<file path="src/rtl/vga_sync_receiver.sv">
`default_nettype none
// ============================================================================
//  Module      : vga_sync_receiver
//  Description : Receive-side VGA timing monitor. Samples an hsync/vsync/
//                bright/rgb stream on pixel-clock-enable cycles, rebuilds the
//                visible pixel position, measures line length and frame
//                height, checks them against nominal timing and declares
//                lock after LOCK_FRAMES consecutive good frames.
//  Revision    : 1.0  initial release
// ----------------------------------------------------------------------------
//  Ports
//    clk          in   system clock
//    rst          in   asynchronous active-high reset
//    pix_ce       in   pixel clock enable; all state advances only when 1
//    hsync_n      in   active-low horizontal sync
//    vsync_n      in   active-low vertical sync
//    bright       in   visible-region flag
//    rgb[11:0]    in   pixel colour {R,G,B}
//    h_pos[9:0]   out  reconstructed visible column
//    v_pos[9:0]   out  reconstructed visible row
//    pos_valid    out  h_pos/v_pos valid (bright and locked)
//    line_len     out  last measured line length in ce cycles
//    frame_lines  out  last measured lines per frame
//    locked       out  timing lock
//    err_count    out  saturating timing error count
//    frame_done   out  one-clk pulse per vsync falling edge
//    frame_sum    out  (VGA_RX_CHECKSUM_EN only) per-frame colour checksum
//
//  Build option
//    VGA_RX_CHECKSUM_EN : adds frame_sum, the modulo-2^16 sum of rgb over all
//                         bright pixels of the previous frame.
// ============================================================================
module vga_sync_receiver #(
    parameter int H_TOTAL     = 800,
    parameter int V_TOTAL     = 525,
    parameter int H_OFFSET    = 144,
    parameter int V_OFFSET    = 35,
    parameter int LOCK_FRAMES = 2
) (
    input  logic        clk,
    input  logic        rst,
    input  logic        pix_ce,
    input  logic        hsync_n,
    input  logic        vsync_n,
    input  logic        bright,
    input  logic [11:0] rgb,
    output logic [9:0]  h_pos,
    output logic [9:0]  v_pos,
    output logic        pos_valid,
    output logic [9:0]  line_len,
    output logic [9:0]  frame_lines,
    output logic        locked,
    output logic [7:0]  err_count,
`ifdef VGA_RX_CHECKSUM_EN
    output logic [15:0] frame_sum,
`endif
    output logic        frame_done
);

    // ------------------------------------------------------------------------
    // Constants
    // ------------------------------------------------------------------------
    localparam logic [1:0]  ST_SEARCH  = 2'd0;
    localparam logic [1:0]  ST_ACQUIRE = 2'd1;
    localparam logic [1:0]  ST_LOCKED  = 2'd2;

    localparam logic [9:0]  C_CNT_MAX  = 10'h3FF;
    localparam logic [10:0] C_H_TOTAL  = 11'(H_TOTAL);
    localparam logic [10:0] C_V_TOTAL  = 11'(V_TOTAL);
    localparam logic [9:0]  C_H_OFFSET = 10'(H_OFFSET);
    localparam logic [9:0]  C_V_OFFSET = 10'(V_OFFSET);
    localparam logic [3:0]  C_LOCK     = 4'(LOCK_FRAMES);

    // ------------------------------------------------------------------------
    // State
    // ------------------------------------------------------------------------
    logic        hs_prev_q,     hs_prev_d;
    logic        vs_prev_q,     vs_prev_d;
    logic [9:0]  h_cnt_q,       h_cnt_d;
    logic [9:0]  v_cnt_q,       v_cnt_d;
    logic [9:0]  line_len_q,    line_len_d;
    logic [9:0]  frame_lines_q, frame_lines_d;
    logic        line_err_q,    line_err_d;
    logic [9:0]  h_pos_q,       h_pos_d;
    logic [9:0]  v_pos_q,       v_pos_d;
    logic        pos_valid_q,   pos_valid_d;
    logic [1:0]  state_q,       state_d;
    logic [3:0]  good_cnt_q,    good_cnt_d;
    logic        locked_q,      locked_d;
    logic [7:0]  err_count_q,   err_count_d;
    logic        frame_done_q,  frame_done_d;

    // ------------------------------------------------------------------------
    // Edge detection and measurement candidates
    // ------------------------------------------------------------------------
    logic        hs_fall;
    logic        vs_fall;
    logic        sync_loss;
    logic [10:0] line_cand;
    logic [10:0] frame_cand;
    logic        line_bad;
    logic        frame_good;
    logic [3:0]  good_cnt_inc;
    logic        err_inc;

    assign hs_fall      = pix_ce & hs_prev_q & ~hsync_n;
    assign vs_fall      = pix_ce & vs_prev_q & ~vsync_n;
    // A saturated horizontal counter means hsync has vanished for longer
    // than any legal line.
    assign sync_loss    = pix_ce & (h_cnt_q == C_CNT_MAX);
    // 11-bit candidates so that a saturated count (1023+1) never aliases
    // onto a small legal value.
    assign line_cand    = {1'b0, h_cnt_q} + 11'd1;
    assign frame_cand   = {1'b0, v_cnt_q} + {10'd0, hs_fall};
    assign line_bad     = hs_fall & (line_cand != C_H_TOTAL);
    // The line closed on the same ce as vs_fall belongs to the old frame,
    // so its error takes part in this frame's verdict.
    assign frame_good   = (frame_cand == C_V_TOTAL) & ~(line_err_q | line_bad);
    assign good_cnt_inc = good_cnt_q + 4'd1;

    // ------------------------------------------------------------------------
    // Next-state logic
    // ------------------------------------------------------------------------
    always_comb begin
        hs_prev_d     = hs_prev_q;
        vs_prev_d     = vs_prev_q;
        h_cnt_d       = h_cnt_q;
        v_cnt_d       = v_cnt_q;
        line_len_d    = line_len_q;
        frame_lines_d = frame_lines_q;
        line_err_d    = line_err_q;
        h_pos_d       = h_pos_q;
        v_pos_d       = v_pos_q;
        pos_valid_d   = pos_valid_q;
        state_d       = state_q;
        good_cnt_d    = good_cnt_q;
        err_count_d   = err_count_q;
        err_inc       = 1'b0;

        if (pix_ce) begin
            hs_prev_d = hsync_n;
            vs_prev_d = vsync_n;

            // Horizontal counter: restart on hsync fall, otherwise saturate.
            if (hs_fall) begin
                h_cnt_d    = 10'd0;
                line_len_d = line_cand[9:0];
            end else if (h_cnt_q != C_CNT_MAX) begin
                h_cnt_d = h_cnt_q + 10'd1;
            end

            // Vertical counter: a coincident hsync fall is credited to the
            // frame that is ending (already folded into frame_cand).
            if (vs_fall) begin
                v_cnt_d       = 10'd0;
                frame_lines_d = frame_cand[9:0];
            end else if (hs_fall) begin
                v_cnt_d = v_cnt_q + 10'd1;
            end

            if (vs_fall) begin
                line_err_d = 1'b0;
            end else if (line_bad) begin
                line_err_d = 1'b1;
            end

            // Position is that of the pixel sampled on this ce, i.e. the
            // value the counters take after this cycle.
            h_pos_d     = h_cnt_d - C_H_OFFSET;
            v_pos_d     = v_cnt_d - C_V_OFFSET;
            pos_valid_d = bright & locked_q;

            // Lock FSM. Sync loss overrides any frame verdict on the same ce.
            if (sync_loss) begin
                state_d    = ST_SEARCH;
                good_cnt_d = 4'd0;
                err_inc    = (state_q == ST_LOCKED);
            end else if (vs_fall) begin
                case (state_q)
                    ST_SEARCH: begin
                        // First edge after search only aligns; the partial
                        // frame before it carries no information.
                        state_d    = ST_ACQUIRE;
                        good_cnt_d = 4'd0;
                    end
                    ST_ACQUIRE: begin
                        if (frame_good) begin
                            if (good_cnt_inc >= C_LOCK) begin
                                state_d    = ST_LOCKED;
                                good_cnt_d = 4'd0;
                            end else begin
                                good_cnt_d = good_cnt_inc;
                            end
                        end else begin
                            good_cnt_d = 4'd0;
                        end
                    end
                    ST_LOCKED: begin
                        if (!frame_good) begin
                            state_d    = ST_ACQUIRE;
                            good_cnt_d = 4'd0;
                            err_inc    = 1'b1;
                        end
                    end
                    default: begin
                        state_d    = ST_SEARCH;
                        good_cnt_d = 4'd0;
                    end
                endcase
            end

            if (err_inc && (err_count_q != 8'hFF)) begin
                err_count_d = err_count_q + 8'd1;
            end
        end

        locked_d = (state_d == ST_LOCKED);
        // Pulses one clk after vs_fall regardless of pix_ce in that clk.
        frame_done_d = vs_fall;
    end

    // ------------------------------------------------------------------------
    // Registers
    // ------------------------------------------------------------------------
    always_ff @(posedge clk or posedge rst) begin
        if (rst) begin
            hs_prev_q     <= 1'b1;
            vs_prev_q     <= 1'b1;
            h_cnt_q       <= 10'd0;
            v_cnt_q       <= 10'd0;
            line_len_q    <= 10'd0;
            frame_lines_q <= 10'd0;
            line_err_q    <= 1'b0;
            h_pos_q       <= 10'd0;
            v_pos_q       <= 10'd0;
            pos_valid_q   <= 1'b0;
            state_q       <= ST_SEARCH;
            good_cnt_q    <= 4'd0;
            locked_q      <= 1'b0;
            err_count_q   <= 8'd0;
            frame_done_q  <= 1'b0;
        end else begin
            hs_prev_q     <= hs_prev_d;
            vs_prev_q     <= vs_prev_d;
            h_cnt_q       <= h_cnt_d;
            v_cnt_q       <= v_cnt_d;
            line_len_q    <= line_len_d;
            frame_lines_q <= frame_lines_d;
            line_err_q    <= line_err_d;
            h_pos_q       <= h_pos_d;
            v_pos_q       <= v_pos_d;
            pos_valid_q   <= pos_valid_d;
            state_q       <= state_d;
            good_cnt_q    <= good_cnt_d;
            locked_q      <= locked_d;
            err_count_q   <= err_count_d;
            frame_done_q  <= frame_done_d;
        end
    end

`ifdef VGA_RX_CHECKSUM_EN
    // ------------------------------------------------------------------------
    // Per-frame colour checksum
    // ------------------------------------------------------------------------
    logic [15:0] acc_q,       acc_d;
    logic [15:0] frame_sum_q, frame_sum_d;
    logic [15:0] sum_cur;

    assign sum_cur = acc_q + (bright ? {4'd0, rgb} : 16'd0);

    always_comb begin
        acc_d       = acc_q;
        frame_sum_d = frame_sum_q;
        if (pix_ce) begin
            if (vs_fall) begin
                frame_sum_d = sum_cur;
                acc_d       = 16'd0;
            end else begin
                acc_d = sum_cur;
            end
        end
    end

    always_ff @(posedge clk or posedge rst) begin
        if (rst) begin
            acc_q       <= 16'd0;
            frame_sum_q <= 16'd0;
        end else begin
            acc_q       <= acc_d;
            frame_sum_q <= frame_sum_d;
        end
    end

    assign frame_sum = frame_sum_q;
`endif

    // ------------------------------------------------------------------------
    // Outputs
    // ------------------------------------------------------------------------
    assign h_pos       = h_pos_q;
    assign v_pos       = v_pos_q;
    assign pos_valid   = pos_valid_q;
    assign line_len    = line_len_q;
    assign frame_lines = frame_lines_q;
    assign locked      = locked_q;
    assign err_count   = err_count_q;
    assign frame_done  = frame_done_q;

endmodule
`default_nettype wire

</file>
<file path="config.mk">
export PLATFORM = sky130hd
export DESIGN_NAME = vga_sync_receiver
export DESIGN_NICKNAME = d
export VERILOG_FILES = /design/src/rtl/vga_sync_receiver.sv
export SDC_FILE = /design/constraint.sdc
export NUM_CORES = 1
export LEC_CHECK = 0
export CAP_MARGIN = 20
export CORE_MARGIN = 4
export CORE_UTILIZATION = 58
export DETAILED_ROUTE_END_ITERATION = 7
export GPL_TIMING_DRIVEN = 0
export PLACE_DENSITY = 0.86
export SETUP_SLACK_MARGIN = 0.1
export SYNTH_ARGS = -nofsm -noshare
export SYNTH_HDL_FRONTEND = slang
export SYNTH_SLANG_ARGS = --single-unit
</file>
<file path="constraint.sdc">
create_clock -name clk -period 5.1 [get_ports clk]
set_input_delay 0.51 -clock clk [delete_from_list [all_inputs] [get_ports clk]]
set_output_delay 0.51 -clock clk [all_outputs]
set_load 0.03 [all_outputs]
</file>
==> results of run 1 <==
sequential cells by signal, summed over array words and instances (netlist names):
name	count
frame_lines	10
vs_prev_q	1
locked	1
err_count	8
frame_done	1
line_err_q	1
h_pos	6
hs_prev_q	1
h_cnt_q	10
pos_valid	1
state_q	2
line_len	10
v_pos	10
v_cnt_q	10
good_cnt_q	4
metrics by stage:
| step | instance area [µm²] | std cells | util | setup WS, ns |
|---|---|---|---|---|
| floorplan | 4170 | 443 | - | 2.24 |
| global placement | 4850 | 595 | 0.705 | 1.13 |
| detailed placement | 4880 | 596 | 0.710 | 1.05 |
| CTS | 5120 | 612 | 0.745 | 1.40 |
| global route | 5120 | 612 | 0.745 | 1.00 |
| finish | 5120 | 612 | 0.745 | 1.29 |
cells in the mapped netlist, types with 11 or more instances:
cell     number
mux2_2       11
inv_1        13
dfrtp_1      74
o21ai_0      31
a21oi_1      22
xor2_1       12
xnor2_1      28
nor2_1       32
nand3_1      13
and2_1       12
nand2_1      60
cells in the final DEF (no fill, tap or decap), types with 3 or more instances in the layout:
cell type | netlist | routed
nand2_1 | 60 | 60
nand4b_1 | 3 | 3
and2_1 | 12 | 12
buf_1 | 5 | 5
and3_1 | 6 | 6
inv_1 | 13 | 12
xnor2_1 | 28 | 28
buf_4 | 7 | 7
bufinv_16 | 0 | 3
nand4_1 | 7 | 7
o2111ai_1 | 3 | 3
nand3b_1 | 3 | 3
or3_1 | 4 | 4
a21oi_1 | 22 | 22
nor2_1 | 32 | 32
mux2_2 | 11 | 11
a31oi_1 | 6 | 6
nand2b_1 | 4 | 4
o31ai_1 | 3 | 3
xor2_1 | 12 | 12
nor3_1 | 9 | 9
buf_2 | 7 | 7
nand3_1 | 13 | 13
clkbuf_8 | 0 | 9
clkdlybuf4s50_1 | 0 | 56
dfrtp_1 | 74 | 74
ha_1 | 9 | 9
clkbuf_1 | 9 | 10
o21a_1 | 5 | 5
o21ai_0 | 31 | 31
power groups by stage:
| stage | Clock, mW | Combinational [mW] | Sequential [mW] |
|---|---|---|---|
| after detailed placement | 0 | 0.614 | 0.761 |
| after CTS | 0.558 | 0.617 | 0.749 |
| after global routing | 0.591 | 0.663 | 0.761 |
| after global placement | 0 | 0.596 | 0.757 |
| final | 0.555 | 0.612 | 0.748 |
| after floorplan | 0 | 0.275 | 0.873 |
final cells by class:
class	count	share of cell area
buffer	31	0.0315
timing repair buffer	57	0.115
clock buffer	10	0.0249
inverter	14	0.0108
multi-input combinational	322	0.400
sequential	76	0.372
clock inverter	6	0.0220
tap	96	0.0235
critical path, cell delays in order:
cell,delay (ns)
clkdlybuf4s50_1,0.62
nand3b_1,0.18
inv_1,0.19
buf_1,0.50
ha_1,0.39
nand3_1,0.18
o21ai_0,0.24
nor4b_1,0.51
and3b_1,0.29
a21oi_4,0.10
nor3b_2,0.19
xor2_1,0.13
kinds of logic (layout without fill, tap and decap cells):
family,after synthesis,after routing,synth area share
AO/OA/AOI/OAI,90,90,0.138
XOR/XNOR,40,40,0.0841
adder cells (fa/ha/maj),9,9,0.0270
buffers and inverters,45,118,0.0514
flip-flops,76,76,0.457
multiplexers,12,12,0.0321
AND/OR/NAND/NOR,171,171,0.210
worst min-delay path by stage:
stage                        startpoint  cells past startpoint  slack [ns]       endpoint
final                               rst                      2        0.45       v_pos[2]
after global routing                rst                      2        0.46       v_pos[2]
after CTS                           rst                      2        0.45       v_pos[2]
after detailed placement    line_len[1]                      2        0.46    line_len[1]
after global placement      line_len[1]                      2        0.46    line_len[1]
after floorplan           good_cnt_q[3]                      1        0.48  good_cnt_q[3]
routing by layer:
metal,up-vias,share of wire,global-route usage
met5,-,0,0
met4,0,0.020,0.0818
met3,26,0.050,0.0447
met2,112,0.50,0.384
met1,1704,0.43,0.326
li1,1667,-,-
==> reports/results.txt, run 1 <==
Nets - 538
First-pass GRT wire length - 16400 µm
Max rail drop VDD - 0.185 mV
Synth top area cells - dfrtp_1, xnor2_1, nand2_1
Slew Limit Headroom - 0.588
Tot GR Track Use - 0.239
Initial antenna violation count - 0
Net Sw Frac - 0.335
Core Region - 0.00687 mm²
Mapped Area - 0.00417 mm²
Share of layout cells above drive strength 1 - 0.109
Worst setup path endpoint - err_count[7]
Switch Pwr - 0.642 mW
Share of the synthesized area in the top cell type - 0.445
Logic pwr share - 0.320
Post-synthesis sequential area ratio - 0.457
# H-tree levels - 3
Worst R2R Setup Slack - 1.54 ns
Total die area - 0.00860 mm²
Worst setup path class - input pin to register
Fin. max-slew vios - 0
Initial core utilization - 0.606
Final setup viols - 0
Leak Pwr - 2.12 nW
Crit share post-route - 0.746
TNS Setup - 0 ns
Post-route ant nets - 0
DRT iter0 DRCs - 264
Clock sink count - 76
I/O Pins - 69
Filler cells - 491
Reg2Reg Depth - 11
Core Rows - 30
Setup Buffers After CTS - 0
Avg Cell Area, Syn - 9.40 µm²
CP Capture Type - register
Drt total wl - 9660 µm
Async set or reset register ratio after synthesis - 1.00
Worst R2R End - err_count[7]
Chip height - 92.7 µm
Post-route minimum period - 3.81 ns
Drc violations - 0
Reg2Reg Launch Point - hs_prev_q
Diodes inserted - 0
Layout Skew - 0.00926 ns
Cts bufs inserted - 9
RSZ-0062 raised after global routing - no
Worst Max-Slew Pin Slew - 0.618 ns
Count of max-cap constraint violations - 0
Die Wd - 92.7 µm
Number of vias per cell - 5.73
CP max FO - 11
Power, Total - 1.92 mW
Distinct cells, synth - 65
Clk network pwr share - 0.290
Iteration count of the initial detailed-routing pass - 5
CTS resizes - 0
Multi-input gate area - 0.00205 mm²
Dpl hpwl - 6950 µm
WL/cell - 15.8 µm
Clock Tree Buf Depth - 2
Port bufs - 56
Post-Syn Instances - 443
Pwr Density - 374 mW/mm²
HP Class - input pin to asynchronous set/reset pin
Routed vias - 3509
Outcome - complete, no violations
CTS Root Cell - clkbuf_8
CP Data Arrival Time - 4.04 ns
Critical path required time - 5.34 ns
Overflow after GRT - 0
Post-synth EDFFs - 0
Number of global-route vias before repair - 3439
Final Hold Vio Count - 0
Main flop type after synthesis - dfrtp_1
Critical path startpoint - pix_ce
Yosys warns - 0
Hold_ws - 0.445 ns
Register area - 0.00190 mm²
Placer's final routability congestion estimate - 0.905
Flop pwr share - 0.391
Top cell type by total area after synthesis - dfrtp_1
Clock slew at reported path FFs - 0.08 ns
Largest net degree at the start of global routing - 61
Clock Latency Late Sink - 0.35 ns
Mapped Nets - 470
CP Launch Type - input pin
P&R area growth vs syn - 22.8%
Seq cells post-synth - 76
Internal power - 1.27 mW
CTS tree - done
# hold bufs at CTS - 0
Max Clock Freq - 0.263 GHz
No activity file was read; power rests on OpenSTA's default activity.
==> run 2: changes to the inputs <==
--- a/config.mk
+++ b/config.mk
@@ -7,10 +7,10 @@
 export LEC_CHECK = 0
 export CAP_MARGIN = 20
 export CORE_MARGIN = 4
-export CORE_UTILIZATION = 58
+export CORE_UTILIZATION = 54
 export DETAILED_ROUTE_END_ITERATION = 7
 export GPL_TIMING_DRIVEN = 0
-export PLACE_DENSITY = 0.86
+export PLACE_DENSITY = 0.81
 export SETUP_SLACK_MARGIN = 0.1
 export SYNTH_ARGS = -nofsm -noshare
 export SYNTH_HDL_FRONTEND = slang
==> constraint.sdc (replaced) <==
create_clock -name clk -period 3.9 [get_ports clk]
set_input_delay 0.39 -clock clk [delete_from_list [all_inputs] [get_ports clk]]
set_output_delay 0.39 -clock clk [all_outputs]
set_load 0.03 [all_outputs]
==> reports/results.txt, run 2 (same netlist as run 1, synthesis figures left out) <==
Count of max-cap constraint violations - 0 (unchanged)
Worst path slowest cell - clkdlybuf4s50_1
Clock slew at reported path FFs - 0.08 ns (about the same)
Port bufs - 56 (unchanged)
Worst R2R End - err_count[7]
Clock Latency Late Sink - 0.36 ns (about the same)
Drc violations - 0 (unchanged)
RSZ-0062 raised after global routing - no
Nets - 538 (unchanged)
Commonest cells after routing, fill and taps aside - dfrtp_1, nand2_1, clkdlybuf4s50_1
Tot GR Track Use - 0.229 (-0.0101)
CP Data Arrival Time - 3.66 ns (-0.38 ns)
Routed vias - 3497 (-0.34%)
Pre-CTS worst setup slack - -0.130 ns (-1.18 ns)
Setup Buffers After CTS - 0 (unchanged)
HP Class - input pin to asynchronous set/reset pin
Final Util - 0.693 (-0.0516)
First-pass GRT wire length - 16200 µm (-1.1%)
Internal power - 1.64 mW (+29%)
Most common cell after layout, fill and taps aside - dfrtp_1
WL/cell - 15.6 µm (-1.3%)
Logic pwr share - 0.324 (+0.004)
Core Region - 0.00737 mm² (+7.3%)
Number of vias per cell - 5.69 (-0.83%)
Largest net degree at the start of global routing - 61 (unchanged)
Total die area - 0.00918 mm² (+6.8%)
Die Wd - 95.8 µm (+3.3%)
Placer's final routability congestion estimate - 0.900 (-0.51%)
Diodes inserted - 0 (unchanged)
Worst path bufs/invs - 3 (unchanged)
Cts bufs inserted - 9 (unchanged)
Outcome - complete, no violations
CP max FO - 11 (unchanged)
P&R area growth vs syn - 22.6%
Flop pwr share - 0.396 (+0.005)
Critical path depth - 12 (unchanged)
Worst setup path class - input pin to register
# H-tree levels - 3 (unchanged)
Filler cells - 594 (+21%)
Post-route ant nets - 0 (unchanged)
Drt total wl - 9580 µm (-0.85%)
Family with the most delay on the worst path - simple AND/OR/NAND/NOR gates
Critical path startpoint - pix_ce
Reg2Reg Depth - 11 (unchanged)
Switch Pwr - 0.835 mW (+30%)
# hold bufs at CTS - 0 (unchanged)
Chip height - 95.8 µm (+3.3%)
Max Clock Freq - 0.293 GHz
Iteration count of the initial detailed-routing pass - 6 (+1)
Fin. max-slew vios - 0 (unchanged)
Number of global-route vias before repair - 3424 (-0.44%)
Clock Tree Buf Depth - 2 (unchanged)
CP Capture Type - register
Initial core utilization - 0.565 (-0.0412)
CP peak stage delay - 0.60 ns (-0.02 ns)
Final setup viols - 0 (unchanged)
Max rail drop VDD - 0.241 mV (+30%)
Clock sink count - 76 (unchanged)
Worst R2R Setup Slack - 0.58 ns (-0.96 ns)
Crit share post-route - 0.875
Worst Max-Slew Pin Slew - 0.643 ns (+0.0251 ns)
Worst setup path endpoint - err_count[7]
Power, Total - 2.47 mW (+29%)
Layout Skew - 0.00931 ns (+0.0000476 ns)
Slew Limit Headroom - 0.572 (-0.0167)
Share of layout cells above drive strength 1 - 0.109 (unchanged)
Final Hold Vio Count - 0 (unchanged)
Post-route minimum period - 3.41 ns
Net Sw Frac - 0.338 (+0.00289)
Overflow after GRT - 0 (unchanged)
Hold_ws - 0.310 ns (-0.135 ns)
I/O Pins - 69 (unchanged)
Leak Pwr - 2.12 nW (-0.15%)
Initial antenna violation count - 0 (unchanged)
DRT iter0 DRCs - 204 (-23%)
Crit path cell chain - clkdlybuf4s50_1, nand3b_1, inv_1, clkbuf_2, ha_1, nand3_1, o21ai_0, nor4b_1, and3b_1, a21oi_4, nor3b_2, xor2_1
CP Launch Type - input pin
Critical path required time - 4.14 ns (-1.20 ns)
Setup ws final - 0.486 ns (-0.809 ns)
Reg2Reg Launch Point - hs_prev_q
CTS tree - done
Dpl hpwl - 6840 µm (-1.5%)
Core Rows - 31 (+3.3%)
Clk network pwr share - 0.280 (-0.010)
CTS Root Cell - clkbuf_8
CTS resizes - 0 (unchanged)
Pwr Density - 484 mW/mm² (+29%)
[run 2: changes by cell type in the layout (fill, tap and decap cells not counted)]
cell	change
clkbuf_8	+2
clkinv_4	-1
clkinv_2	-1
clkbuf_1	+1
bufinv_16	-1
buf_1	-1
clkbuf_2	+1
[run 2: power groups by stage]
stage	sequential, mW	combinational (mW)	clock (mW)
after floorplan	1.14	0.360	0
after global placement	0.991	0.782	0
after detailed placement	0.998	0.800	0
after CTS	0.982	0.804	0.697
after global routing	0.998	0.865	0.731
final	0.980	0.800	0.692
[run 2: area by class of cell]
type / count / area, µm² / area share
clock buffers: 13 / 159 / 0.0311
plain buffers: 31 / 163 / 0.0318
well taps: 99 / 124 / 0.0242
repair buffers: 57 / 588 / 0.115
multi-input cells: 322 / 2050 / 0.401
clock inverters: 3 / 68.8 / 0.0135
inverters: 14 / 55.1 / 0.0108
flip-flops and latches: 76 / 1900 / 0.373
[run 2: worst min-delay path by stage]
stage | slack [ns] | startpoint | cells past startpoint | endpoint
final | 0.31 | rst | 2 | frame_lines[2]
after global routing | 0.34 | rst | 2 | frame_lines[2]
after CTS | 0.31 | rst | 2 | frame_lines[2]
after detailed placement | 0.47 | line_len[5] | 2 | line_len[5]
after global placement | 0.46 | frame_lines[4] | 2 | frame_lines[4]
after floorplan | 0.48 | good_cnt_q[3] | 1 | good_cnt_q[3]
[run 2: per-stage QoR]
| stage | std cells | TNS [ns] | cell area (µm²) |
|---|---|---|---|
| 2_1_floorplan | 443 | 0 | 4170 |
| 3_3_place_gp | 598 | 0 | 4850 |
| 3_5_place_dp | 599 | -0.342 | 4880 |
| 4_1_cts | 615 | 0 | 5110 |
| 5_1_grt | 615 | 0 | 5110 |
| 6_report | 615 | 0 | 5110 |
[run 2: routing by layer]
metal  up-vias  GRT usage  share of wire
met2       120      0.367           0.48
met1      1681      0.312           0.45
met3        19     0.0274          0.048
met4         0      0.102          0.026
li1       1677          -              -
met5         -          0              0
==> run 3: changes to the inputs <==
--- a/config.mk
+++ b/config.mk
@@ -8,6 +8,7 @@
 export CAP_MARGIN = 20
 export CORE_MARGIN = 4
 export CORE_UTILIZATION = 54
+export CTS_CLUSTER_SIZE = 14
 export DETAILED_ROUTE_END_ITERATION = 7
 export GPL_TIMING_DRIVEN = 0
 export PLACE_DENSITY = 0.81
==> results of run 3 <==
The final DEF is identical to that of run 2; final timing and power are the same.
